[src/rtl/mem_arbiter.sv]
// mem_arbiter: two-requester (i-cache / d-cache) line-burst arbiter in front
// of a single memory port. One transaction at a time: command handshake, then
// LINE_WORDS write or read beats, then a one-cycle completion pulse.
// Optional feature: define MEM_ARB_ROUND_ROBIN_EN to alternate the winner on
// ties; otherwise the d-cache always wins a tie.
`ifndef ADDR_WIDTH
`define ADDR_WIDTH 32
`endif

module mem_arbiter #(
  parameter int LINE_WORDS = 4
) (
  input  logic                          clk,
  input  logic                          rst,
  input  logic [1:0]                    req_valid,
  input  logic [1:0]                    req_write,
  input  logic [1:0][`ADDR_WIDTH-1:0]   req_addr,
  input  logic [1:0][31:0]              req_wdata,
  output logic [1:0]                    req_wdata_ready,
  output logic [1:0]                    gnt,
  output logic [31:0]                   rsp_rdata,
  output logic [1:0]                    rsp_rdata_valid,
  output logic [1:0]                    rsp_done,
  output logic                          mem_cmd_valid,
  input  logic                          mem_cmd_ready,
  output logic                          mem_cmd_write,
  output logic [`ADDR_WIDTH-1:0]        mem_cmd_addr,
  output logic [31:0]                   mem_wdata,
  output logic                          mem_wdata_valid,
  input  logic                          mem_wdata_ready,
  input  logic [31:0]                   mem_rdata,
  input  logic                          mem_rdata_valid
);

  // state | meaning
  // IDLE  | no transaction; pick a winner when any request is pending
  // CMD   | present line command until memory accepts it
  // WRITE | stream LINE_WORDS write beats from the winner
  // READ  | forward LINE_WORDS read beats to the winner
  // DONE  | one-cycle completion pulse, then back to IDLE

  localparam int AW  = `ADDR_WIDTH;
  localparam int CW  = $clog2(LINE_WORDS) + 1;
  localparam int OFF = $clog2(LINE_WORDS * 4);
  localparam logic [CW-1:0] LAST_BEAT = CW'(LINE_WORDS - 1);
  localparam logic [AW-1:0] LINE_MASK = {AW{1'b1}} << OFF;

  if (LINE_WORDS < 1 || LINE_WORDS > 16 || (LINE_WORDS & (LINE_WORDS - 1)) != 0) begin : g_bad_line_words
    $error("mem_arbiter: LINE_WORDS must be a power of two in 1..16");
  end

  typedef enum logic [2:0] {S_IDLE, S_CMD, S_WRITE, S_READ, S_DONE} state_t;

  state_t          state;
  logic [CW-1:0]   beat_cnt;
  logic            win_id;
  logic            lat_write;
  logic [AW-1:0]   lat_addr;
  logic            pick;
  logic [1:0]      win_oh;

  assign win_oh = {win_id, ~win_id};

`ifdef MEM_ARB_ROUND_ROBIN_EN
  logic last_gnt;

  assign pick = (&req_valid) ? ~last_gnt : req_valid[1];

  // Remember who was served last; starts at i-cache so the d-cache wins the first tie.
  always_ff @(posedge clk) begin
    if (rst)
      last_gnt <= 1'b0;
    else if (state == S_DONE)
      last_gnt <= win_id;
  end
`else
  assign pick = req_valid[1];
`endif

  // Transaction sequencing: winner capture, command handshake, beat counting.
  always_ff @(posedge clk) begin
    if (rst) begin
      state     <= S_IDLE;
      beat_cnt  <= '0;
      win_id    <= 1'b0;
      lat_write <= 1'b0;
      lat_addr  <= '0;
    end else begin
      case (state)
        S_IDLE: begin
          if (|req_valid) begin
            win_id    <= pick;
            lat_write <= req_write[pick];
            lat_addr  <= req_addr[pick] & LINE_MASK;
            beat_cnt  <= '0;
            state     <= S_CMD;
          end
        end
        S_CMD: begin
          if (mem_cmd_ready)
            state <= lat_write ? S_WRITE : S_READ;
        end
        S_WRITE: begin
          if (mem_wdata_ready) begin
            beat_cnt <= beat_cnt + CW'(1);
            if (beat_cnt == LAST_BEAT)
              state <= S_DONE;
          end
        end
        S_READ: begin
          if (mem_rdata_valid) begin
            beat_cnt <= beat_cnt + CW'(1);
            if (beat_cnt == LAST_BEAT)
              state <= S_DONE;
          end
        end
        S_DONE:  state <= S_IDLE;
        default: state <= S_IDLE;
      endcase
    end
  end

  // Output decode from the current state; everything is held at zero during reset.
  always_comb begin
    req_wdata_ready = '0;
    gnt             = '0;
    rsp_rdata       = '0;
    rsp_rdata_valid = '0;
    rsp_done        = '0;
    mem_cmd_valid   = 1'b0;
    mem_cmd_write   = 1'b0;
    mem_cmd_addr    = '0;
    mem_wdata       = '0;
    mem_wdata_valid = 1'b0;
    if (!rst) begin
      case (state)
        S_CMD: begin
          gnt           = win_oh;
          mem_cmd_valid = 1'b1;
          mem_cmd_write = lat_write;
          mem_cmd_addr  = lat_addr;
        end
        S_WRITE: begin
          gnt             = win_oh;
          mem_wdata       = req_wdata[win_id];
          mem_wdata_valid = 1'b1;
          if (mem_wdata_ready)
            req_wdata_ready = win_oh;
        end
        S_READ: begin
          gnt = win_oh;
          if (mem_rdata_valid) begin
            rsp_rdata       = mem_rdata;
            rsp_rdata_valid = win_oh;
          end
        end
        S_DONE: begin
          gnt      = win_oh;
          rsp_done = win_oh;
        end
        default: ;
      endcase
    end
  end

endmodule
[config.mk]
export PLATFORM = sky130hd
export DESIGN_NAME = mem_arbiter
export DESIGN_NICKNAME = d
export VERILOG_FILES = /design/src/rtl/mem_arbiter.sv
export SDC_FILE = /design/constraint.sdc
export NUM_CORES = 1
export LEC_CHECK = 0
export CAP_MARGIN = 20
export CORE_AREA = 4 4 104 106
export DETAILED_ROUTE_END_ITERATION = 8
export DIE_AREA = 0 0 108 110
export PLACE_DENSITY = 0.89
export SETUP_SLACK_MARGIN = 0.15
export SLEW_MARGIN = 20
export SYNTH_ARGS = -nofsm -noshare
export SYNTH_HDL_FRONTEND = slang
export SYNTH_SLANG_ARGS = --single-unit
[constraint.sdc]
create_clock -name clk -period 1.6 [get_ports clk]
set_input_delay 0.24 -clock clk [delete_from_list [all_inputs] [get_ports clk]]
set_output_delay 0.24 -clock clk [all_outputs]
set_load 0.05 [all_outputs]
==> metrics <==
standard-cell rows=36; CTS tree=done; Setup WS post-layout=-337 ps; area share of the largest cell type after synthesis=26.1%; Fmax=between 0.5 and 0.6 GHz; Worst setup EP type=primary output; WL final=between 15,000 and 20,000 um; Worst-path clk slew=80 ps; pin count of the biggest net entering global routing=31; RSZ-0062 raised after global routing=true; part of the power in registers=27.4%; gr ovfl total=0; I/O pins=around 280; final hold vios=0; switching share of total power=a little over a third; Tcrit/Tclk final=121%; top cells by area, synth=dfxtp_1 (26%), mux2i_1 (23%), and2_1 (14%), a211oi_1 (7.9%), a21oi_1 (5.8%); CP required=1360 ps; CTS H-tree lvls=2; Rel. slew slack=approximately three fifths; Layout area overhead=195%; worst slew pin tran=roughly 580 ps; layout cell share with drive strength beyond 1=49.1%; Cells after Synth=about 340; Data arrival, critical path=1700 ps; power share of the clock group=19.2%; FF-to-FF setup slack=-120 ps; slowest cell on the critical path=dfxtp_4; CTS Sinks=36; RePlAce Congestion=0.770; crit-path max FO=4; clock skew=around 14 ps; Worst Hold Class=input pin to flop; Fillers=489; drt drc=0; Syn. warnings=0; post-synthesis async set-or-reset flop share=0%; Netlist cell types=36; hpwl dp=12,300 um; Max Root-Sink Buffers=2; vias per cell=5.25; post-synthesis register bit count=36; Die ar.=between 10,000 and 15,000 um2; most frequent CP cell=buf_12; dpl ws=-260 ps; failing checks=setup timing; register area share after synthesis=26.1%; critical path's largest stage delay=390 ps; vias=~4,100; largest area contributor in the netlist=dfxtp_1; Setup-failing EPs final=approximately 130; Slew Limit Fails=0; Post-CTS Hold Buffers=0; FF/Latch Area=733 um2; Pwr Density=479 nW/um2; Setup Crit Path Kind=flop to primary output; placed inst area=7130 um2; Final nets=814; switching pwr=1370 uW; Root Driver=clkbuf_8; delay-heaviest family, CP=buffers and inverters; antenna viol nets, final=0; die span in x=108 um; Worst VDD drop=0.442 mV; crit-path cells=nor4_4, buf_4, buf_12, clkbuf_16, and2_4, buf_12; Buffers & Inverters on Critical Path=4; min Tclk post-route=1940 ps; post-route setup TNS=-26,670 ps; combinational share of power=53.4%; Mapped Avg Cell Area=around 8 um2; Placed Cells=727; result of the run=finished with violations; initial antenna violation count=0; Commonest cells post-synth=and2_1 (62), mux2i_1 (62), nor2_1 (39); Die H=110 um; initial core utilization=28.2%; Mapped Area=2760 um2; top_reg_cell synth=dfxtp_1; vias in the first global route=around 4,100; number of I/O port buffers=263; area of the multi-input gates=around 2500 um2; CP Launch Type=flop; Pint=~2500 uW; Post-Layout Cell Count=778; max_cap viols=0; Total GRT Usage=26.3%; clock latency on the worst-skew pair=290 ps; Num CTS Buffers=5; Core Box Area=slightly below 10,000 um2; 1st-iter DRT viols=222; Finished Cell Area=8130 um2; first-pass GRT wire length=24,000 um; DR pass1 iterations=5; Lkg Pwr=0.00320 uW; Avg WL per Cell=24.6 um; EDFF count, synth=0
cells by family after synthesis:
kind of cell,share of synthesized area [%]
mux,22.5
fa+ha+maj,0.907
other cells,0.136
flops,26.1
compound gates,16.2
buf+inv,7.85
simple gates,26.3
worst paths after layout:
check	startpoint	end	cells after the start
worst max-delay path	state[2]$_SDFFE_PP0P_	rsp_rdata[2]	6
worst min-delay path	req_valid[1]	win_id$_SDFFE_PP0P_	3
worst max register to register	state[2]$_SDFFE_PP0P_	lat_addr[15]$_SDFFE_PP0P_	6
worst min register to register	lat_addr[9]$_SDFFE_PP0P_	lat_addr[9]$_SDFFE_PP0P_	2
worst reg2reg max path, stage by stage, from the launching register on:
cell and delay [ps]:
dfxtp_4 390, buf_4 160, buf_6 130, nor3_4 200
buf_6 210, a21oi_1 150, a211oi_1 370
area by class of cell:
type	count	share of cell area (%)
repair buffers	328	56.8
multi-input cells	267	30.6
flip-flops and latches	36	9.02
well taps	133	2.05
clock buffers	7	1.20
inverters	5	0.308
clock inverters	1	0.0615
diodes	1	0.0308
metrics by stage:
step / hold WS (ps) / power [uW] / utilization (%)
2_1_floorplan: 405 / 1930 / -
5_1_grt: 328 / 4050 / 83.2
3_5_place_dp: 477 / 2780 / 73.0
6_report: 345 / 3890 / 83.2
4_1_cts: 277 / 3700 / 79.7
3_3_place_gp: 452 / 2720 / 73.0
power by group through the flow:
| stage | registers (uW) | logic (uW) | clock network (uW) |
|---|---|---|---|
| global placement | 1070 | 1650 | 0 |
| CTS | 1050 | 1910 | 739 |
| detailed placement | 1080 | 1700 | 0 |
| global route | 1080 | 2170 | 813 |
| finish | 1070 | 2080 | 747 |
| floorplan | 1050 | 874 | 0 |
placed cells by master (no fill, tap or decap), types with 3 or more instances in the layout:
cell / count
mux2i_1: 53
mux2i_2: 5
conb_1: 4
nor2_4: 36
buf_4: 20
dfxtp_4: 3
buf_12: 117
clkbuf_16: 6
nor2_1: 4
dfxtp_1: 32
nor3_4: 3
buf_6: 15
clkdlybuf4s50_1: 157
a211oi_1: 27
a21oi_1: 31
buf_8: 5
mux2i_4: 4
and2_4: 62
inv_1: 3
clkbuf_8: 5
buf_16: 6
layer usage:
layer	wire length, um	vias to the layer above	global-route usage [%]
met3	1570	66	5.53
met1	5960	1946	27.0
li1	-	1803	-
met5	0	-	0
met2	10500	266	52.7
met4	1060	0	8.75
state kept, by name, indices dropped and copies added, names as in the netlist:
name	flops
lat_addr	28
beat_cnt	3
state	3
lat_write	1
win_id	1
repair_timing:
item                                    4_1_cts  5_1_grt
cloned                                        7        6
endpoints found under the setup margin      114      136
setup buffers                                19       10
resized for setup                            51       30
pin swaps                                    42       40
No activity file was read; power rests on OpenSTA's default activity.
